### src/rtl/alu_ctrl_pkg.sv
// Shared types for the shared-ALU controller: FSM state encoding, ALU_FUN group codes
// and the unit-enable bit positions with the group-to-enable decode.
package alu_ctrl_pkg;

  typedef enum logic [1:0] {
    ST_IDLE = 2'd0,
    ST_EXEC = 2'd1,
    ST_CAPT = 2'd2,
    ST_RESP = 2'd3
  } state_t;

  localparam logic [1:0] FUN_ARITH = 2'b00;
  localparam logic [1:0] FUN_LOGIC = 2'b01;
  localparam logic [1:0] FUN_CMP   = 2'b10;
  localparam logic [1:0] FUN_SHIFT = 2'b11;

  localparam int EN_ARITH = 0;
  localparam int EN_LOGIC = 1;
  localparam int EN_CMP   = 2;
  localparam int EN_SHIFT = 3;

  // fun[3:2] selects exactly one unit; the result is always one-hot.
  function automatic logic [3:0] fun_to_enable(input logic [3:0] fun);
    logic [3:0] en;
    en = '0;
    case (fun[3:2])
      FUN_ARITH: en[EN_ARITH] = 1'b1;
      FUN_LOGIC: en[EN_LOGIC] = 1'b1;
      FUN_CMP:   en[EN_CMP]   = 1'b1;
      FUN_SHIFT: en[EN_SHIFT] = 1'b1;
      default:   en = '0;
    endcase
    return en;
  endfunction

endpackage

### src/rtl/alu_rr_arbiter.sv
// Two-way grant logic for the shared ALU. ALU_RR_ARB_EN selects round-robin on
// contention (favour the requester that did not win last); otherwise req0 has fixed priority.
module alu_rr_arbiter (
  input  logic       valid0_i,
  input  logic       valid1_i,
  input  logic       last_grant_i,
  output logic [1:0] gnt_o
);

`ifdef ALU_RR_ARB_EN
  always_comb begin
    gnt_o = 2'b00;
    if (valid0_i && valid1_i) begin
      gnt_o = last_grant_i ? 2'b01 : 2'b10;
    end else if (valid0_i) begin
      gnt_o = 2'b01;
    end else if (valid1_i) begin
      gnt_o = 2'b10;
    end
  end
`else
  // History is irrelevant under fixed priority.
  logic unused_last_grant;
  assign unused_last_grant = last_grant_i;

  always_comb begin
    gnt_o = 2'b00;
    if (valid0_i) begin
      gnt_o = 2'b01;
    end else if (valid1_i) begin
      gnt_o = 2'b10;
    end
  end
`endif

endmodule

### src/rtl/alu_arbiter_ctrl.sv
// Shares one registered-output ALU between two requesters: IDLE->EXEC->CAPT->RESP, one op in flight.
// Contention policy set by ALU_RR_ARB_EN (round-robin when defined, req0 fixed priority otherwise).
module alu_arbiter_ctrl
  import alu_ctrl_pkg::*;
#(
  parameter int WIDTH = 16
) (
  input  logic             clock,
  input  logic             rest,
  input  logic             req0_valid,
  output logic             req0_ready,
  input  logic [WIDTH-1:0] req0_a,
  input  logic [WIDTH-1:0] req0_b,
  input  logic [3:0]       req0_fun,
  input  logic             req1_valid,
  output logic             req1_ready,
  input  logic [WIDTH-1:0] req1_a,
  input  logic [WIDTH-1:0] req1_b,
  input  logic [3:0]       req1_fun,
  output logic [WIDTH-1:0] alu_a,
  output logic [WIDTH-1:0] alu_b,
  output logic [3:0]       alu_fun,
  output logic             arith_enable,
  output logic             logic_enable,
  output logic             cmp_enable,
  output logic             shift_enable,
  input  logic [WIDTH-1:0] alu_result,
  input  logic             alu_flag,
  output logic             rsp_valid,
  input  logic             rsp_ready,
  output logic             rsp_id,
  output logic [WIDTH-1:0] rsp_data,
  output logic             rsp_err,
  output state_t           dbg_state
);

  // Handshakes: a transfer happens on a rising edge where valid and ready are both high.
  // reqN_ready is combinational and only asserted in IDLE; rsp_* hold steady until rsp_ready.

  state_t             state_q, state_d;
  logic [WIDTH-1:0]   a_q, a_d;
  logic [WIDTH-1:0]   b_q, b_d;
  logic [3:0]         fun_q, fun_d;
  logic [3:0]         en_q, en_d;
  logic               rsp_valid_q, rsp_valid_d;
  logic               rsp_id_q, rsp_id_d;
  logic [WIDTH-1:0]   rsp_data_q, rsp_data_d;
  logic               rsp_err_q, rsp_err_d;
  logic               last_grant_q, last_grant_d;

  logic [1:0]         gnt;
  logic [WIDTH-1:0]   sel_a;
  logic [WIDTH-1:0]   sel_b;
  logic [3:0]         sel_fun;

  alu_rr_arbiter u_arb (
    .valid0_i     (req0_valid),
    .valid1_i     (req1_valid),
    .last_grant_i (last_grant_q),
    .gnt_o        (gnt)
  );

  assign sel_a   = gnt[1] ? req1_a   : req0_a;
  assign sel_b   = gnt[1] ? req1_b   : req0_b;
  assign sel_fun = gnt[1] ? req1_fun : req0_fun;

  assign req0_ready = (state_q == ST_IDLE) && gnt[0];
  assign req1_ready = (state_q == ST_IDLE) && gnt[1];

  always_comb begin
    state_d      = state_q;
    a_d          = a_q;
    b_d          = b_q;
    fun_d        = fun_q;
    en_d         = en_q;
    rsp_valid_d  = rsp_valid_q;
    rsp_id_d     = rsp_id_q;
    rsp_data_d   = rsp_data_q;
    rsp_err_d    = rsp_err_q;
    last_grant_d = last_grant_q;

    case (state_q)
      ST_IDLE: begin
        if (gnt != 2'b00) begin
          a_d          = sel_a;
          b_d          = sel_b;
          fun_d        = sel_fun;
          en_d         = fun_to_enable(sel_fun);
          rsp_id_d     = gnt[1];
          last_grant_d = gnt[1];
          state_d      = ST_EXEC;
        end
      end
      // The selected unit registers its result on the edge that leaves EXEC.
      ST_EXEC: begin
        en_d    = '0;
        state_d = ST_CAPT;
      end
      ST_CAPT: begin
        rsp_data_d  = alu_result;
        rsp_err_d   = ~alu_flag;
        rsp_valid_d = 1'b1;
        state_d     = ST_RESP;
      end
      ST_RESP: begin
        if (rsp_ready) begin
          rsp_valid_d = 1'b0;
          state_d     = ST_IDLE;
        end
      end
      default: begin
        en_d    = '0;
        state_d = ST_IDLE;
      end
    endcase
  end

  always_ff @(posedge clock or negedge rest) begin
    if (!rest) begin
      state_q      <= ST_IDLE;
      a_q          <= '0;
      b_q          <= '0;
      fun_q        <= '0;
      en_q         <= '0;
      rsp_valid_q  <= 1'b0;
      rsp_id_q     <= 1'b0;
      rsp_data_q   <= '0;
      rsp_err_q    <= 1'b0;
      last_grant_q <= 1'b1;
    end else begin
      state_q      <= state_d;
      a_q          <= a_d;
      b_q          <= b_d;
      fun_q        <= fun_d;
      en_q         <= en_d;
      rsp_valid_q  <= rsp_valid_d;
      rsp_id_q     <= rsp_id_d;
      rsp_data_q   <= rsp_data_d;
      rsp_err_q    <= rsp_err_d;
      last_grant_q <= last_grant_d;
    end
  end

  assign alu_a        = a_q;
  assign alu_b        = b_q;
  assign alu_fun      = fun_q;
  assign arith_enable = en_q[EN_ARITH];
  assign logic_enable = en_q[EN_LOGIC];
  assign cmp_enable   = en_q[EN_CMP];
  assign shift_enable = en_q[EN_SHIFT];
  assign rsp_valid    = rsp_valid_q;
  assign rsp_id       = rsp_id_q;
  assign rsp_data     = rsp_data_q;
  assign rsp_err      = rsp_err_q;
  assign dbg_state    = state_q;

endmodule
### config.mk
export PLATFORM = sky130hd
export DESIGN_NAME = alu_arbiter_ctrl
export DESIGN_NICKNAME = d
export VERILOG_FILES = /design/src/rtl/alu_ctrl_pkg.sv /design/src/rtl/alu_rr_arbiter.sv /design/src/rtl/alu_arbiter_ctrl.sv
export SDC_FILE = /design/constraint.sdc
export NUM_CORES = 1
export LEC_CHECK = 0
export ABC_AREA = 1
export CAP_MARGIN = 10
export CORE_ASPECT_RATIO = 0.75
export CORE_MARGIN = 5
export CORE_UTILIZATION = 40
export DETAILED_ROUTE_END_ITERATION = 8
export MAX_ROUTING_LAYER = met4
export PLACE_DENSITY = 0.9
export SETUP_SLACK_MARGIN = 0.4
export SYNTH_ARGS = -nofsm -noshare
export SYNTH_HDL_FRONTEND = slang
export SYNTH_SLANG_ARGS = --single-unit
### constraint.sdc
create_clock -name clock -period 3 [get_ports clock]
set_input_delay 0.45 -clock clock [delete_from_list [all_inputs] [get_ports clock]]
set_output_delay 0.45 -clock clock [all_outputs]
set_load 0.01 [all_outputs]
# Word-level counts from Yosys, hierarchy flattened
# Index checks and enable logic that the tools add are counted.
dict set report word_totals {
  input_bits 94
  elab_cells 45
  out_inout_bits 63
  ff_bits 61
}
dict set report op_classes {
  n_reduce_logical 11
  n_eq_ne 8
  muxes 16
  bitwise_logic 1
}
# cell n
set ops {}
lappend ops {{$mux 16} 2}
lappend ops {{$eq 2x2->1 const B} 4}
lappend ops {{$mux 2} 4}
lappend ops {{$mux 4} 2}
lappend ops {{$pmux 2 s4} 1}
lappend ops {{$pmux 4 s2} 1}
lappend ops {{$reduce_and 2->1} 4}
lappend ops {{$reduce_bool 2->1} 3}
lappend ops {{$mux 1} 5}
lappend ops {{$eq 2x1->1 const B} 2}
lappend ops {{$logic_not 2->1} 2}
lappend ops {{$logic_and 1x1->1} 2}
lappend ops {{$ne 2x1->1 const B} 1}
lappend ops {{$ne 2x2->1 const B} 1}
lappend ops {{$pmux 1 s2} 1}
lappend ops {{$not 1->1} 1}

# Longest topological paths before layout
# Gate-level depths: netlist of run 1.
dict set report depth {
  depth_word 7
  mapped_depth 9
  mapped_depth_nobuf 7
}

# Cells and area by module
# A second synthesis of run 1 with hierarchy kept.
dict set report unflattened {
  cells_unflattened 337
  hier_area_um2 2788.9
}
# module instances cells_per_inst seq_area_each_um2 area_per_inst_um2
set by_module_without_submodules {}
lappend by_module_without_submodules {alu_arbiter_ctrl 1 334 1552.7 2771.4}
lappend by_module_without_submodules {alu_rr_arbiter 1 3 0.0 17.5}

# Least setup slack after synthesis of run 1
# OpenSTA, ideal clock, no wires.
dict set report synth_path {
  path_kind {input to output}
  start {input req0_valid}
  end {output req1_ready}
  setup_slack_ns 1.448
  arrival_time_ns 1.102
  required_time_ns 2.550
  stages 4
  path_cell_list {inv_1 nand2_1 clkbuf_1 nor2_1}
}
dict set report synth_via {
  elab_chain_cells 2
}
# element line
set synth_lines {}
lappend synth_lines {{from (decl)} alu_arbiter_ctrl.sv:10} ;# input logic req0_valid,
lappend synth_lines {{$mux 2} alu_rr_arbiter.sv:28} ;# if (valid0_i) begin
lappend synth_lines {{$logic_and 1x1->1} alu_arbiter_ctrl.sv:68} ;# assign req1_ready = (state_q == ST_IDLE) && gnt[1];
lappend synth_lines {{to (decl)} alu_arbiter_ctrl.sv:16} ;# output logic req1_ready,
# No other way between the ends.

# Worst setup path after layout of run 1
# Same ends and word-level chain as after synthesis.

==> flow_summary.toml, run 1 <==
[synthesis]
syn_nets = 500
avgSynthCellArea_um2 = 7.26
synth_mux_area_share_pct = 0
synth_top_family_by_area = "simple AND/OR/NAND/NOR gates"
synth_edf_count = 0
synth_xor_xnor_area_share_pct = 0
synthSimpleGateAreaFrac_pct = 38.4
synth_most_common_cell = "nand2_1"
synth_top_area_share_pct = 52.4
syn_inst = 401
ys.flop_type = "dfrtp_1"
synth_seq_area_share_pct = 52.4
synth_fa_ha_area_share_pct = 2.15
synth_seq_cells = 61
yosys.area.top_type = "dfrtp_1"
yosysWarnings = 0
synth_area_leaders = "dfrtp_1 52%, nand2_1 36%, ha_1 2.1%, inv_1 1.4%, buf_2 1.4%"
netlist_area_um2 = 2910
synth_compound_area_share_pct = 2.06
synthTopCellsByCount = "282 x nand2_1, 61 x dfrtp_1, 11 x inv_1"
ys_types = 18
async_flop_share_pct = 100

[cells_and_area]
nFillCells = 616
nets = 654
final_core_util_pct = 65.4
n_antenna_cell = 0
seqCellArea_um2 = 1530
drive_above_1_share_pct = 4.29
design_area_um2 = 4730
area_growth_pct = 62.2
multi_input_area_um2 = 1240

[clock_tree]
tritoncts = "built"
ctsLongestPathBuffers = 2
postCtsResizedCells = 0
clock-sinks = 61
clkTransAtPathRegs_ns = 0.07
holdBufCountCts = 0
ctsRootBufferMaster = "clkbuf_8"
clkLatencyLatePin_ns = 0.32
post_cts_buffers = 0
cts_buffers = 9
cts_max_level = 3

[worst_setup_path]
arrival_ns = 1.90
rr_endpoint = "rsp_err"
critPathMaxFanout = 7
r2r_slack_ns = 0.84
timing.rr.start = "dbg_state[0]"
reg2reg_depth = 4
cp-end-kind = "output pin"
critical_path_required_ns = 2.55
critPathLaunchType = "input pin"
crit_type = "in2out"

[grt]
grt_max_degree = 62
grt_first_pass_wirelength_mm = 15.0
track_usage_pct = 21.0
gr-usage-met2_pct = 35.1
grt-busiest-layer = "met2"
antenna_found_initial = 0
grt_pass1_vias = 3156
gr-usage-met1_pct = 24.5
grt_use_met3_pct = 4.80
grt-ovfl-total = 0

[timing]
layout_setup_ws_ns = 0.650
timing.setup.tns_ns = 0
fin_skew_ns = 0.00856
min_period_ns = 2.35
fin_crit_sh_pct = 78.3
setup_viol = 0
hold_viol = 0
tightest_slew_ns = 0.771
maxSlewViolCount = 0
fmax_ghz = 0.425
slew_headroom_pct = 48.6
rsz0062_at_grt = "false"

[placement]
postPlaceCellArea_um2 = 4530
dp_slack_ns = 0.643
io_buffers = 156
gp_congestion = 0.815
dp_hpwl_mm = 6.64

[route]
drcViolationCount = 0
drt_iter0_drc = 121
vias_per_cell = 4.60
wire_per_inst_um = 13.5
drt-total-wl_mm = 8.94
dr_total_vias = 3039
final_antenna_net_count = 0
firstDrtPassIters = 4

[floorplan]
die_y_um = 83.9
core_um2 = 7230
io_pins = 157
rows = 27
die-area_um2 = 9110
die_w_um = 109
start_util_pct = 40.3

[pwr]
power_leakage_uw = 0.00242
power.density_nw_per_um2 = 885
vdd_drop_max_mv = 0.598

[outcome]
status = "finished, final reports clean"

[worst_hold_path]
hp-class = "in2async"

[run]
maxCapViolCount = 0
## registers in the layout (all words and copies together), names as in the netlist
signal / cells
en_q: 4
alu_fun: 4
alu_a: 16
alu_b: 16
rsp_err: 1
rsp_data: 16
rsp_id: 1
dbg_state: 2
rsp_valid: 1
## routing by layer
| layer | part of all wire [%] | up-vias |
|---|---|---|
| met5 | 0 | - |
| met4 | 2.4 | 0 |
| met3 | 6.4 | 21 |
| met2 | 49 | 115 |
| met1 | 42 | 1395 |
| li1 | - | 1508 |
## worst max path at each step
stage                 end          from  depth (start not counted)
5_1_grt           rsp_err  dbg_state[0]                          4
6_report       req1_ready    req0_valid                          5
3_3_place_gp   req1_ready    req0_valid                          5
2_1_floorplan  req1_ready    req0_valid                          4
3_5_place_dp   req1_ready    req0_valid                          5
4_1_cts        req1_ready  dbg_state[0]                          5
## placed cells by master (no fill, tap or decap), types with 2 or more instances in the layout
| master | n |
|---|---|
| nand3_1 | 5 |
| buf_4 | 4 |
| inv_2 | 2 |
| clkinv_2 | 2 |
| nor2_1 | 6 |
| clkdlybuf4s50_1 | 155 |
| inv_1 | 11 |
| clkbuf_8 | 10 |
| clkbuf_1 | 2 |
| dfrtp_1 | 61 |
| o21ai_0 | 7 |
| ha_1 | 5 |
| nand2_1 | 282 |
## worst max-delay path, stage by stage
cell and delay, ns:
clkdlybuf4s50_1 0.46, inv_1 0.22, nand2_1 0.10, nor2_1 0.11
clkdlybuf4s50_1 0.55
## cell type report
class / instances / area share, %
Timing Repair Buffer: 160 / 33.6
Sequential cell: 61 / 32.3
Multi-Input combinational cell: 309 / 26.3
Clock buffer: 12 / 3.07
Tap cell: 101 / 2.67
Inverter: 14 / 1.11
Clock inverter: 4 / 1.01
## cells by family after synthesis
kind of cell	after synthesis
and+or+nand+nor	295
DFF	61
buffers and inverters	31
AOI/OAI and AO/OA	9
adders and majority gates	5
## per-stage QoR
step | instances | power, uW | hold WS (ns)
CTS | 661 | 4240 | 0.308
finish | 661 | 4180 | 0.280
global route | 661 | 4530 | 0.353
global placement | 645 | 3410 | 0.453
detailed placement | 645 | 3510 | 0.457
floorplan | 401 | 2370 | 0.154
## report_power, final
group,internal (uW),switching (uW),total (uW)
registers,1210,221,1440
logic,1030,1010,2040
clock network,404,303,707
total,2650,1540,4180
No activity file was read; power rests on OpenSTA's default activity.
==> inputs of run 2 (changes only) <==
--- a/config.mk
+++ b/config.mk
@@ -9,10 +9,10 @@
 export CAP_MARGIN = 10
 export CORE_ASPECT_RATIO = 0.75
 export CORE_MARGIN = 5
-export CORE_UTILIZATION = 40
+export CORE_UTILIZATION = 39
 export DETAILED_ROUTE_END_ITERATION = 8
 export MAX_ROUTING_LAYER = met4
-export PLACE_DENSITY = 0.9
+export PLACE_DENSITY = 0.88
 export SETUP_SLACK_MARGIN = 0.4
 export SYNTH_ARGS = -nofsm -noshare
 export SYNTH_HDL_FRONTEND = slang
==> constraint.sdc (replaced) <==
create_clock -name clock -period 2.2 [get_ports clock]
set_input_delay 0.33 -clock clock [delete_from_list [all_inputs] [get_ports clock]]
set_output_delay 0.33 -clock clock [all_outputs]
set_load 0.01 [all_outputs]
==> flow_summary.toml, run 2 (synthesis gave the netlist of run 1 again) <==
[outcome]
status = "finished, final reports clean"

[placement]
dp_slack_ns = 0.252
io_buffers = 156
gp_congestion = 0.809
dp_hpwl_mm = 6.65
dp.cells = 648

[timing]
tightest_slew_ns = 0.680
min_period_ns = 1.74
fin_hold_ws_ns = 0.0347
slew_headroom_pct = 54.6
timing.setup.tns_ns = 0
rsz0062_at_grt = "false"
maxSlewViolCount = 0
hold_viol = 0
fin_crit_sh_pct = 78.9
setup_viol = 0
fmax_ghz = 0.576
fin_skew_ns = 0.0101
layout_setup_ws_ns = 0.465

[route]
final_antenna_net_count = 0
drcViolationCount = 0
met3_length_um = 535
vias_per_cell = 4.53
dr_total_vias = 3019
wire_per_inst_um = 13.3
wl_met2_mm = 4.43
drt_iter0_drc = 121
routed.top_layer = "met4"
drt-total-wl_mm = 8.89
firstDrtPassIters = 4
met1_length_mm = 3.78

[floorplan]
die_w_um = 110
io_pins = 157
core_um2 = 7300
die-area_um2 = 9320
die_y_um = 84.8
rows = 27
start_util_pct = 39.9

[cells_and_area]
final_cell_mix = "282 x nand2_1, 153 x clkdlybuf4s50_1, 61 x dfrtp_1"
nets = 659
area_growth_pct = 64.6
n_antenna_cell = 0
drive_above_1_share_pct = 6.19
fin_cells = 666
final_common_cell = "nand2_1"

[pwr]
seqPwrFrac_pct = 33.7
p_comb_share_pct = 49.3
vdd_drop_max_mv = 0.639
p_sw_share_pct = 36.7
p_int_uw = 3650
clock_power_share_pct = 17.0
finalPower_uw = 5760
power.density_nw_per_um2 = 1200
power_leakage_uw = 0.00245
switchingPower_uw = 2120

[worst_setup_path]
cp-end-kind = "output pin"
critPathMaxFanout = 4
arrival_ns = 1.41
cpPeakStageDelay_ns = 0.56
critPathBufInv = 2
critPathLaunchType = "register"
path_cells = "buf_4 > clkdlybuf4s50_1"
crit_type = "reg2out"
crit_slowest_cell = "clkdlybuf4s50_1"
critical_path_required_ns = 1.87
crit_family = "buffers and inverters"

[clock_tree]
cts_buffers = 9
ctsLongestPathBuffers = 2
cts_max_level = 3
clkLatencyLatePin_ns = 0.33
clkTransAtPathRegs_ns = 0.07
ctsRootBufferMaster = "clkbuf_8"
tritoncts = "built"
clock-sinks = 61
holdBufCountCts = 0

[grt]
grt_pass1_vias = 3141
grt_max_degree = 40
track_usage_pct = 20.5
antenna_found_initial = 0
grt_first_pass_wirelength_mm = 14.7
grt-ovfl-total = 0

[worst_hold_path]
hp-class = "in2async"

[run]
maxCapViolCount = 0
-- run 2: cell count changes in the layout (fill, tap and decap cells not counted) --
| cell | previous run | this run |
|---|---|---|
| clkdlybuf4s15_1 | 0 | 1 |
| ha_1 | 5 | 4 |
| clkbuf_1 | 2 | 0 |
| ha_2 | 0 | 1 |
| inv_1 | 11 | 9 |
| buf_4 | 4 | 7 |
| clkinvlp_4 | 1 | 3 |
| inv_2 | 2 | 4 |
| buf_12 | 0 | 2 |
| clkdlybuf4s50_1 | 155 | 153 |
| buf_2 | 1 | 2 |
-- run 2: per-stage QoR --
| stage | util [%] | instance area (um2) |
|---|---|---|
| floorplan | - | 2910 |
| global placement | 62.8 | 4580 |
| detailed placement | 62.8 | 4580 |
| CTS | 65.7 | 4790 |
| global route | 65.7 | 4790 |
| finish | 65.7 | 4790 |
-- run 2: worst paths after layout --
kind | from | end | slack [ns] | cells after the start
setup / recovery | dbg_state[0] | dbg_state[0] | 0.46 | 2
setup reg to reg | dbg_state[0] | alu_fun[2] | 0.62 | 6
hold / removal | rest | alu_b[13] | 0.03 | 1
max in group asynchronous | rest | alu_fun[2] | 1.55 | 2
hold reg to reg | alu_b[12] | alu_b[12] | 0.47 | 2
min in group clock | alu_b[12] | alu_b[12] | 0.47 | 2
-- run 2: what timing repair did --
action,CTS,global route
endpoints found under the setup margin,2,2
pin swaps,0,1
setup buffers,2,0
gates resized for setup,8,1
-- run 2: layer usage --
layer,global-route usage (%),up-vias
li1,-,1515
met1,24.3,1401
met2,33.5,90
met3,6.08,13
met4,6.46,0
met5,-,-
-- run 2: layout make-up --
type                            count  area [um2]
Clock buffer                       10         138
Timing Repair Buffer              165        1640
Tap cell                          101         126
Fill cell                         618        2500
Clock inverter                      6        62.6
Sequential cell                    61        1530
Inverter                           14        52.6
Multi-Input combinational cell    309        1240
-- run 2: power by group through the flow --
stage	registers, uW	logic, uW	clock network [uW]
after CTS	1940	2890	1010
after global routing	2010	3160	1060
final	1940	2840	978
after detailed placement	1960	2830	0
after global placement	1940	2730	0
after floorplan	2190	1040	0
